File: src/rtl/debounce_edge.sv
// rtl/debounce_edge.sv - Debounce filter with press/release/hold strobes
//
// Turns a synchronized but still bouncy switch level into a clean debounced
// "pressed" level plus one-cycle press/release strobes. A level change is
// accepted only after DEBOUNCE_CYCLES consecutive identical samples.
//
// Optional feature macro: DEBOUNCE_EDGE_HOLD_EN (long-press HOLD_PULSE).
// With the macro undefined HOLD_PULSE is tied to 0 and no hold logic exists.
//
// Ports:
//   CLK            in   system clock, rising edge
//   RST_N          in   asynchronous active-low reset
//   SYNC_IN        in   synchronized raw switch level
//   PRESSED        out  debounced level, 1 = pressed
//   PRESS_PULSE    out  one-cycle strobe on accepted press
//   RELEASE_PULSE  out  one-cycle strobe on accepted release
//   HOLD_PULSE     out  one-cycle strobe on long press (optional feature)
//   BUSY           out  1 while a level change is being qualified

module debounce_edge #(
  parameter int DEBOUNCE_CYCLES = 16,
  parameter bit IDLE_LEVEL      = 1'b1,
  parameter int HOLD_CYCLES     = 1000
) (
  input  logic CLK,
  input  logic RST_N,
  input  logic SYNC_IN,
  output logic PRESSED,
  output logic PRESS_PULSE,
  output logic RELEASE_PULSE,
  output logic HOLD_PULSE,
  output logic BUSY
);

  localparam int CNT_W = $clog2(DEBOUNCE_CYCLES);
  localparam logic [CNT_W-1:0] CNT_LAST = CNT_W'(DEBOUNCE_CYCLES - 1);
  localparam logic [CNT_W-1:0] CNT_ONE  = CNT_W'(1);

  if (DEBOUNCE_CYCLES < 2 || HOLD_CYCLES < 1) begin : g_bad_param
    $error("debounce_edge: DEBOUNCE_CYCLES must be >= 2 and HOLD_CYCLES >= 1");
  end

  typedef enum logic [1:0] {
    S_IDLE,
    S_PRESS_WAIT,
    S_PRESSED,
    S_RELEASE_WAIT
  } state_t;

  state_t           state_q, state_d;
  logic [CNT_W-1:0] cnt_q, cnt_d;
  logic             pressed_q, pressed_d;
  logic             press_pulse_q, press_pulse_d;
  logic             release_pulse_q, release_pulse_d;
  logic             busy_q, busy_d;
  logic             act;

  assign act = (SYNC_IN != IDLE_LEVEL);

  always_comb begin
    state_d         = state_q;
    cnt_d           = cnt_q;
    pressed_d       = pressed_q;
    press_pulse_d   = 1'b0;
    release_pulse_d = 1'b0;

    case (state_q)
      S_IDLE: begin
        if (act) begin
          state_d = S_PRESS_WAIT;
          cnt_d   = CNT_ONE;
        end
      end
      S_PRESS_WAIT: begin
        if (!act) begin
          // Bounce: drop back silently.
          state_d = S_IDLE;
          cnt_d   = '0;
        end else if (cnt_q == CNT_LAST) begin
          state_d       = S_PRESSED;
          cnt_d         = '0;
          pressed_d     = 1'b1;
          press_pulse_d = 1'b1;
        end else begin
          cnt_d = cnt_q + CNT_ONE;
        end
      end
      S_PRESSED: begin
        if (!act) begin
          state_d = S_RELEASE_WAIT;
          cnt_d   = CNT_ONE;
        end
      end
      S_RELEASE_WAIT: begin
        if (act) begin
          // Release bounce: still pressed, no strobe.
          state_d = S_PRESSED;
          cnt_d   = '0;
        end else if (cnt_q == CNT_LAST) begin
          state_d         = S_IDLE;
          cnt_d           = '0;
          pressed_d       = 1'b0;
          release_pulse_d = 1'b1;
        end else begin
          cnt_d = cnt_q + CNT_ONE;
        end
      end
      default: begin
        state_d = S_IDLE;
        cnt_d   = '0;
      end
    endcase

    busy_d = (state_d == S_PRESS_WAIT) || (state_d == S_RELEASE_WAIT);
  end

  always_ff @(posedge CLK or negedge RST_N) begin
    if (!RST_N) begin
      state_q         <= S_IDLE;
      cnt_q           <= '0;
      pressed_q       <= 1'b0;
      press_pulse_q   <= 1'b0;
      release_pulse_q <= 1'b0;
      busy_q          <= 1'b0;
    end else begin
      state_q         <= state_d;
      cnt_q           <= cnt_d;
      pressed_q       <= pressed_d;
      press_pulse_q   <= press_pulse_d;
      release_pulse_q <= release_pulse_d;
      busy_q          <= busy_d;
    end
  end

  assign PRESSED       = pressed_q;
  assign PRESS_PULSE   = press_pulse_q;
  assign RELEASE_PULSE = release_pulse_q;
  assign BUSY          = busy_q;

`ifdef DEBOUNCE_EDGE_HOLD_EN
  localparam int HOLD_W = $clog2(HOLD_CYCLES + 1);
  localparam logic [HOLD_W-1:0] HOLD_MAX = HOLD_W'(HOLD_CYCLES);

  logic [HOLD_W-1:0] hold_cnt_q, hold_cnt_d;
  logic              hold_pulse_q, hold_pulse_d;

  always_comb begin
    hold_cnt_d   = hold_cnt_q;
    hold_pulse_d = 1'b0;
    if (state_q == S_PRESS_WAIT && state_d == S_PRESSED) begin
      hold_cnt_d = '0;
    end else if ((state_q == S_PRESSED || state_q == S_RELEASE_WAIT) &&
                 (hold_cnt_q < HOLD_MAX)) begin
      // Saturates at HOLD_MAX, so the strobe fires once per accepted press.
      hold_cnt_d = hold_cnt_q + HOLD_W'(1);
      if (hold_cnt_d == HOLD_MAX) begin
        hold_pulse_d = 1'b1;
      end
    end
  end

  always_ff @(posedge CLK or negedge RST_N) begin
    if (!RST_N) begin
      hold_cnt_q   <= '0;
      hold_pulse_q <= 1'b0;
    end else begin
      hold_cnt_q   <= hold_cnt_d;
      hold_pulse_q <= hold_pulse_d;
    end
  end

  assign HOLD_PULSE = hold_pulse_q;
`else
  assign HOLD_PULSE = 1'b0;
`endif

endmodule
File: config.mk
export PLATFORM = sky130hd
export DESIGN_NAME = debounce_edge
export DESIGN_NICKNAME = d
export VERILOG_FILES = /design/src/rtl/debounce_edge.sv
export SDC_FILE = /design/constraint.sdc
export NUM_CORES = 1
export LEC_CHECK = 0
export ABC_AREA = 1
export CAP_MARGIN = 15
export CORE_AREA = 2 2 42 44
export CTS_CLUSTER_SIZE = 28
export DETAILED_ROUTE_END_ITERATION = 10
export DIE_AREA = 0 0 44 46
export GPL_TIMING_DRIVEN = 0
export PLACE_DENSITY = 0.5
export SYNTH_ARGS = -nofsm -noshare
export SYNTH_HDL_FRONTEND = slang
export SYNTH_SLANG_ARGS = --single-unit
export TNS_END_PERCENT = 20
File: constraint.sdc
create_clock -name CLK -period 1.6 [get_ports CLK]
set_clock_uncertainty 0.2 [all_clocks]
set_input_delay 0.24 -clock CLK [delete_from_list [all_inputs] [get_ports CLK]]
set_output_delay 0.24 -clock CLK [all_outputs]
set_load 0.005 [all_outputs]
==> flow_summary_export.csv <==
group,metric,value,unit
status,status,"completed",
route,drtPass1Iterations,3,
global_routing,grt_pass1_wl,1276,um
synth,syn-cell-area,447.9,um2
setup_path,critPathKind,"reg -> out",
synth,ys_types,17,
global_routing,grt-ovfl-total,0,
power,switching_share,24.71,%
setup_path,crit_fanout,2,
die,initial_core_util,27.75,%
synth,syn-num-nets,55,
clock_tree,numCtsBuffers,3,
clock_tree,cts_tree,"built",
synth,ys_seq_elements,9,
cells_and_area,fillCellCount,170,
timing,setup_viol,0,
global_routing,grt_pass1_vias,295,
route,drc,0,
timing,rsz0062_at_grt,"no",
timing,drv_slew,0,
route,drt-initial-drc-count,4,
power,p_int,0.0003606,W
setup_path,cp_num_buf_inv,1,
clock_tree,clk_pin_slew,60,ps
synth,syn_area_per_cell,8.783,um2
setup_path,critPathSlowestCell,"clkdlybuf4s50_1",
place,port_buffers,6,
power,p_leak,0.2772,nW
setup_path,critPathTopFamily,"buffers and inverters",
die,pin_count,8,
route,num_vias,335,
clock_tree,clock-sinks,9,
power,vdd_drop_max,284.1,uV
power,p_total,0.0004790,W
die,die_h,46,um
clock_tree,cts_buffer_depth,2,
route,ant_nets,0,
synth,synth_top_area_share,50.28,%
timing,finalHoldViolations,0,
power,power.net_switching,0.0001184,W
timing,fin_crit,1543,ps
setup_path,cp.arrival,1100,ps
power,p_comb_share,11.1,%
synth,synth.area.top_cells,"dfrtp_1, nand2_1, inv_1",
die,core_area,1614,um2
clock_tree,worstSkewPairLatency,260,ps
setup_path,worst_setup_path_start_kind,"register",
route,wirelength,744,um
cells_and_area,area_growth,25.98,%
timing,fin_crit_sh,96.44,%
power,seqPwrFrac,52.4,%
setup_path,cpPeakStageDelay,490,ps
power,power_density,848.8,nW/um2
die,die_w,44,um
timing,max_freq,0.6481,GHz
route,avgRoutedWirePerCell,9.418,um
hold_path,hold_class,"in -> async",
clock_tree,ctsHtreeMaxLevel,1,
timing,setup_tns,0,ps
synth,yosys.area.top_type,"dfrtp_1",
setup_path,required,1160,ps
setup_path,end_kind,"output pin",
run,maxCapViolCount,0,
place,place_congestion,0.7404,
setup_path,worstPathCellList,"clkdlybuf4s50_1",
synth,yosys_warnings,0,
synth,netlist_instances,51,
place,dp_hpwl,541.7,um
global_routing,antenna_found_initial,0,
route,viasPerCell,4.241,
global_routing,track_usage,10.02,%
cells_and_area,fin_nets,67,
power,clock_power_share,36.4,%
die,dieArea,2024,um2
die,fp-row-count,15,
clock_tree,cts_hold_buf,0,
cells_and_area,layout-drive-gt1-share,17.74,%
cells_and_area,antenna_cells,0,
clock_tree,root_buffer,"clkbuf_4",
global_routing,grt_max_degree,10,
synth,yosysSeqAreaShare,50.28,%
## Yosys cell counts
cell type and number:
dfrtp_1 9, nand2_2 1, o21ai_0 3, buf_4 1, nor2_4 1, nand2_1 12
nand3_1 3, nor3_2 1, ha_1 1, conb_1 1, inv_1 10, a21oi_1 2
xnor2_1 1, a21oi_2 1, nor2_1 2, nand4_1 1, nand3_4 1
## final timing paths
kind | to | cells after the start | startpoint | slack, ps
max reg2reg | state_q[1] | 6 | cnt_q[0] | 220
max | BUSY | 1 | state_q[0] | 60
min in group CLK | PRESSED | 2 | PRESSED | 320
max in group asynchronous | state_q[0] | 1 | RST_N | 810
min | RELEASE_PULSE | 1 | RST_N | 80
min reg2reg | PRESSED | 2 | PRESSED | 320
## layer usage
metal | share of wire (%) | GRT usage (%)
met5 | 0 | 0
met3 | 3.8 | 3.571
met2 | 44 | 13.24
met4 | 6.2 | 14.55
met1 | 46 | 10.36
## layout by cell type (no fill, tap or decap), drive strengths merged
master	instances
conb	1
nand4	1
nand2	13
dfrtp	9
ha	1
nor3	1
nand3	4
o21ai	3
nor2	3
clkbuf	4
a21oi	3
xnor2	1
buf	2
clkdlybuf4s50	6
inv	10
## per-stage QoR
step                util [%]  cell area, um2  std cells  hold slack [ps]  setup slack (ps)
floorplan                  -           447.9         51           -255.6             314.1
global route           34.96           564.3         79            115.0             19.21
global placement       32.79           529.3         74            316.3            -59.14
detailed placement     32.79           529.3         74            318.4            -19.81
CTS                    34.96           564.3         79            94.86             43.13
finish                 34.96           564.3         79            76.15             57.03
## timing repair
item | CTS | global route
resized for setup | 1 | 0
setup endpoints to repair | 1 | 0
buffers inserted | 1 | 0
## power groups by stage
stage	Sequential (W)	Combinational [W]	Clock [W]
detailed placement	0.000256	0.0000505	0
finish	0.000251	0.0000533	0.000175
CTS	0.000251	0.0000547	0.000184
global route	0.000253	0.0000625	0.000196
floorplan	0.000254	0.0000313	0
global placement	0.000257	0.0000510	0
## cell families (layout without fill, tap and decap cells)
group                      count (synthesis)  count (layout)  synth area share [%]
buffers and inverters                     11              22                 10.06
adders and majority gates                  1               1                 2.793
and+or+nand+nor                           22              22                 26.54
DFF                                        9               9                 50.28
xor gates and xnor gates                   1               1                 1.956
AOI/OAI and AO/OA                          6               6                 7.541
other                                      1               1                0.8372
## registers in the layout (all words and copies together) (netlist names)
name and cells:
cnt_q 4, RELEASE_PULSE 1, PRESS_PULSE 1, state_q 2, PRESSED 1
## cell type report
cell class	instances	area (um2)	area share (%)
sequential	9	226.5	40.13
multi-input combinational	31	177.7	31.49
timing repair buffer	7	67.56	11.97
inverter	10	37.54	6.652
clock buffer	4	26.28	4.656
tap	17	21.27	3.769
buffer	1	7.507	1.330
Note: power is estimated with default switching activity, not from simulation.
